===== src/rtl/word_serializer_pkg.sv =====
// Shared definitions for the word serializer and its sub-modules.
// The bit-counter width helper is intended for reuse by the matching deserializer.
package word_serializer_pkg;

   typedef enum logic {
      ST_IDLE  = 1'b0,
      ST_SHIFT = 1'b1
   } state_t;

   // Counter width needed to index the bits of a word of the given width.
   function automatic int cw(input int width);
      return (width < 2) ? 1 : $clog2(width);
   endfunction

endpackage


===== src/rtl/word_serializer_mod_counter.sv =====
// Bit-position counter for the serializer: counts enabled strobes up to MAX.
// Clear has priority over enable; at_max flags the final position.
module word_serializer_mod_counter
   import word_serializer_pkg::*;
#(
   parameter int MAX = 7
) (
   input  logic clk,
   input  logic reset,
   input  logic enable,
   input  logic clear,
   output logic at_max
);

   localparam int CW = cw(MAX + 1);

   logic [CW-1:0] count;

   always_ff @(posedge clk) begin
      if (!reset || clear) begin
         count <= '0;
      end else if (enable) begin
         count <= count + 1'b1;
      end
   end

   assign at_max = (count == CW'(MAX));

endmodule


===== src/rtl/word_serializer.sv =====
// Parallel-to-serial converter with a one-word holding buffer for gapless streaming.
// Drives a downstream shift register through ser_out/ser_en.
module word_serializer
   import word_serializer_pkg::*;
#(
   parameter int WIDTH     = 8,
   parameter bit LSB_FIRST = 1'b1
) (
   input  logic             clk,
   input  logic             reset,
   input  logic [WIDTH-1:0] in_data,
   input  logic             in_valid,
   output logic             in_ready,
   input  logic             hold,
   output logic             ser_out,
   output logic             ser_en,
   output logic             word_last,
   output logic             busy
);

   state_t           state;
   state_t           state_next;
   logic [WIDTH-1:0] sr;
   logic [WIDTH-1:0] hb;
   logic             hb_valid;
   logic             at_max;
   logic             transfer;
   logic             load_in;
   logic             load_hb;
   logic             hb_wr;
   logic             cnt_en;

   // Move the next bit into the emitting position, zero fill behind it.
   function automatic logic [WIDTH-1:0] shift_word(input logic [WIDTH-1:0] w);
      return LSB_FIRST ? (w >> 1) : (w << 1);
   endfunction

   assign in_ready  = reset & ~hb_valid;
   assign transfer  = in_valid & in_ready;
   assign ser_en    = (state == ST_SHIFT) & ~hold;
   assign word_last = ser_en & at_max;
   assign cnt_en    = ser_en & ~at_max;
   assign busy      = (state == ST_SHIFT) | hb_valid;
   assign ser_out   = (state == ST_SHIFT) & (LSB_FIRST ? sr[0] : sr[WIDTH-1]);

   word_serializer_mod_counter #(
      .MAX (WIDTH - 1)
   ) u_counter (
      .clk    (clk),
      .reset  (reset),
      .enable (cnt_en),
      .clear  (word_last),
      .at_max (at_max)
   );

   // On the last bit the buffered word wins over a fresh transfer; with
   // nothing waiting, an incoming word bypasses the buffer straight into sr.
   always_comb begin
      state_next = state;
      load_in    = 1'b0;
      load_hb    = 1'b0;
      hb_wr      = 1'b0;
      case (state)
         ST_IDLE: begin
            if (transfer) begin
               load_in    = 1'b1;
               state_next = ST_SHIFT;
            end
         end
         ST_SHIFT: begin
            if (word_last) begin
               if (hb_valid) begin
                  load_hb = 1'b1;
               end else if (transfer) begin
                  load_in = 1'b1;
               end else begin
                  state_next = ST_IDLE;
               end
            end else if (transfer) begin
               hb_wr = 1'b1;
            end
         end
         default: state_next = ST_IDLE;
      endcase
   end

   always_ff @(posedge clk) begin
      if (!reset) begin
         state <= ST_IDLE;
      end else begin
         state <= state_next;
      end
   end

   always_ff @(posedge clk) begin
      if (!reset) begin
         sr <= '0;
      end else if (load_in) begin
         sr <= in_data;
      end else if (load_hb) begin
         sr <= hb;
      end else if (cnt_en) begin
         sr <= shift_word(sr);
      end
   end

   always_ff @(posedge clk) begin
      if (!reset) begin
         hb_valid <= 1'b0;
      end else if (load_hb) begin
         hb_valid <= 1'b0;
      end else if (hb_wr) begin
         hb_valid <= 1'b1;
      end
   end

   always_ff @(posedge clk) begin
      if (hb_wr) begin
         hb <= in_data;
      end
   end

endmodule

===== config.mk =====
export PLATFORM = sky130hd
export DESIGN_NAME = word_serializer
export DESIGN_NICKNAME = d
export VERILOG_FILES = /design/src/rtl/word_serializer_pkg.sv /design/src/rtl/word_serializer_mod_counter.sv /design/src/rtl/word_serializer.sv
export SDC_FILE = /design/constraint.sdc
export NUM_CORES = 1
export LEC_CHECK = 0
export CORE_MARGIN = 1.5
export CORE_UTILIZATION = 30
export DETAILED_ROUTE_END_ITERATION = 10
export PLACE_DENSITY = 0.63
export SLEW_MARGIN = 20
export SYNTH_ARGS = -nofsm -noshare
export SYNTH_HDL_FRONTEND = slang
export SYNTH_SLANG_ARGS = --single-unit

===== constraint.sdc =====
create_clock -name clk -period 1.7 [get_ports clk]
set_input_delay 0.34 -clock clk [delete_from_list [all_inputs] [get_ports clk]]
set_output_delay 0.34 -clock clk [all_outputs]
set_load 0.05 [all_outputs]

==> metrics.cfg <==
[route]
drt_iter0_markers = 46
routedWlPerCell_um = 15.8
per_cell_via_count_in_the_routed_design = 5.20
routed-via-count = 842
detail_route.wirelength_um = 2560
post-route-drc-count = 0
drt.antenna.violating_nets = 0
detail_route.first_pass.iterations = 4

[hold_path]
hp-class = reg2reg

[sta]
fin_crit_sh_pct = 104
clock-skew-final_ns = 0.0166
tightestPinTransition_ns = 0.370
slew_violations = 0
hold_ws_ns = 0.468
setup-violations-final = 1
setup_repair_after_global_routing_missed_its_margin = yes
fin_setup_tns_ns = -0.0675
slew-limit-headroom_pct = 75.3
post-route-min-period_ns = 1.77
finalHoldViolCount = 0
fmax_mhz = 566
finalWorstSetupSlack_ns = -0.0675

[outcome]
outcome = finished with violations
violations = setup timing

[global_route]
antenna_found_initial = 0
first_global_vias = 834
largest_net_degree_at_the_start_of_global_routing = 22
globalRouteTotalUtil_pct = 14.8
grt_first_pass_wirelength_um = 3940
grt.overflow.total = 0

[critical_path]
crit_slowest_cell = sky130_fd_sc_hd__dfxtp_2
cp-endpoint = word_last
critical_path_depth = 5
timing.critical_path.mode_cell = sky130_fd_sc_hd__ha_4
worst_reg_to_reg_cells = 7
timing.critical_path.to_type = primary output
reg2reg_setup_slack_ns = 0.07
crit_buf_inv = 2
worstSetupPathType = reg2out
critPathTopFamily = flip-flops
critical-path-max-stage-delay_ns = 0.35
rr_startpoint = u_counter.count[1]$_SDFFE_PP0P_
reg2reg_to = sr[5]$_SDFFE_PN0P_
path_max_fanout = 2
crit_start = u_counter.count[1]$_SDFFE_PP0P_
worstSetupStartpointType = flop
timing.critical_path.cells = ha_4 > ha_4 > and3b_1 > buf_6 > buf_12
worstPathArrival_ns = 1.43
worst_ep_required_time_ns = 1.36

[die]
core-area_um2 = 3130
floorplan.die_area_um2 = 3730
num_io_pins = 17
dieHeight_um = 61.1
initial_util_pct = 32.3
fp-row-count = 20
die_width_um = 61.1

[power]
p_per_cell_area_nw_per_um2 = 693
power.total_w = 0.00102
p_leak_nw = 0.587
vdd_drop_max_mv = 0.539

[synth]
postSynth.topFlopCell = sky130_fd_sc_hd__dfxtp_1
number_of_enable_flip_flop_cells_after_synthesis = 8
synth.largest_area_cell = sky130_fd_sc_hd__dfxtp_1
syn_area_per_cell_um2 = 11.4
post-synth-top-area-fraction_pct = 25.7
yosysSeqAreaShare_pct = 49.5
yosys_warnings = 0
ys_seq_elements = 21
netlist_top_cells_area = sky130_fd_sc_hd__dfxtp_1, sky130_fd_sc_hd__edfxtp_1, sky130_fd_sc_hd__mux2i_1
post_synth_instance_area_um2 = 1010
synth_cells = 89
yosysUniqueCellTypes = 30
synth_nets = 103
synth-async-reset-ratio_pct = 0

[finish]
syn2layout_area_growth_pct = 45.8
antenna-diode-count = 0
mostFrequentLayoutCell = sky130_fd_sc_hd__buf_4
layout.cells.most_common_list = sky130_fd_sc_hd__buf_4, sky130_fd_sc_hd__nand3_1, sky130_fd_sc_hd__clkdlybuf4s50_1
layout-drive-gt1-share_pct = 39.0
count_of_nets_after_finishing = 133
final_core_util_pct = 47.1

[clock_network]
cts_max_path_buffers = 2
cts_tree = built
h-tree-depth = 1
cts_made_buffers = 3
tritoncts_num_sinks = 21
clk_transition_reported_paths_ns = 0.10
clk-insertion-delay-late_ns = 0.31
cts.root.buffer_cell = sky130_fd_sc_hd__clkbuf_4

[place]
dp.final_hpwl_um = 1580
gp_routability_congestion = 0.744
io_buffer_count = 16

[run]
cap_violations = 0

## cell type report
cell class | instances | area, um2
repair buffers | 30 | 319
fillers | 293 | 1650
multi-input cells | 62 | 564
clock inverters | 1 | 5.00
flip-flops and latches | 21 | 504
clock buffers | 3 | 22.5
well taps | 44 | 55.1
inverters | 1 | 3.75
## worst min path at each step
stage / cells past startpoint / to / slack (ns) / from
2_1_floorplan: 2 / u_counter.count[1]$_SDFFE_PP0P_ / 0.43 / u_counter.count[1]$_SDFFE_PP0P_
3_3_place_gp: 2 / u_counter.count[1]$_SDFFE_PP0P_ / 0.44 / u_counter.count[1]$_SDFFE_PP0P_
3_5_place_dp: 2 / sr[7]$_SDFFE_PN0P_ / 0.45 / sr[7]$_SDFFE_PN0P_
4_1_cts: 2 / sr[7]$_SDFFE_PN0P_ / 0.46 / sr[7]$_SDFFE_PN0P_
5_1_grt: 2 / sr[7]$_SDFFE_PN0P_ / 0.50 / sr[7]$_SDFFE_PN0P_
6_report: 2 / sr[7]$_SDFFE_PN0P_ / 0.47 / sr[7]$_SDFFE_PN0P_
## where the power goes
part	switching, W	internal, W
Combinational	0.000112	0.000105
Clock	0.000153	0.0000879
Sequential	0.0000197	0.000544
## state kept, by name, summed over array words and instances (netlist names)
name and count:
sr 8, state 1, hb_valid 1, hb 8, u_counter.count 3
## through the flow
stage / worst slack (ns) / std cells / cell area (um2)
floorplan: 0.00494 / 89 / 1010
global placement: -0.0531 / 153 / 1310
detailed placement: -0.108 / 153 / 1310
CTS: -0.0596 / 162 / 1430
global route: -0.123 / 162 / 1470
finish: -0.0675 / 162 / 1470
## worst reg2reg max path: stages, from the launching register on
cell and delay, ns:
sky130_fd_sc_hd__dfxtp_2 0.35, sky130_fd_sc_hd__ha_4 0.16, sky130_fd_sc_hd__ha_4 0.15, sky130_fd_sc_hd__and3b_1 0.20, sky130_fd_sc_hd__buf_4 0.15, sky130_fd_sc_hd__nand2_4 0.13, sky130_fd_sc_hd__mux2i_1 0.27, sky130_fd_sc_hd__o311ai_2 0.13
## cell families (layout without fill, tap and decap cells)
group | count (synthesis) | count (layout) | synth area share [%]
multiplexers | 7 | 7 | 6.93
buffers and inverters | 7 | 35 | 4.95
AND/OR/NAND/NOR | 35 | 35 | 21.3
flip-flops | 21 | 21 | 49.5
adder cells (fa/ha/maj) | 2 | 2 | 2.47
AO/OA/AOI/OAI | 17 | 18 | 14.9
## cells in the mapped netlist (2+ instances only)
cell	instances
sky130_fd_sc_hd__nand3_1	14
sky130_fd_sc_hd__dfxtp_1	13
sky130_fd_sc_hd__edfxtp_1	8
sky130_fd_sc_hd__mux2i_1	7
sky130_fd_sc_hd__o311ai_1	5
sky130_fd_sc_hd__a21boi_1	4
sky130_fd_sc_hd__nand2_1	4
sky130_fd_sc_hd__nand2b_1	4
sky130_fd_sc_hd__buf_6	3
sky130_fd_sc_hd__a21oi_1	2
sky130_fd_sc_hd__clkbuf_1	2
sky130_fd_sc_hd__ha_1	2
sky130_fd_sc_hd__nand3b_1	2
sky130_fd_sc_hd__nor2b_1	2
sky130_fd_sc_hd__o311ai_2	2
## timing repair
action                                  in CTS  in global routing
pin swaps                                    4                  4
endpoints found under the setup margin       4                  9
cloned                                       1                  0
setup buffers                                4                  0
gates resized for setup                     10                  9
hold buffers                                 0                  0
## routing by layer
metal	GRT usage, %	share of wire [%]	vias up
met5	0	0	-
met1	19.7	45	420
met2	24.0	50	19
met3	4.41	4.8	2
li1	-	-	401
met4	2.80	0.47	0
No activity file was read; power rests on OpenSTA's default activity.
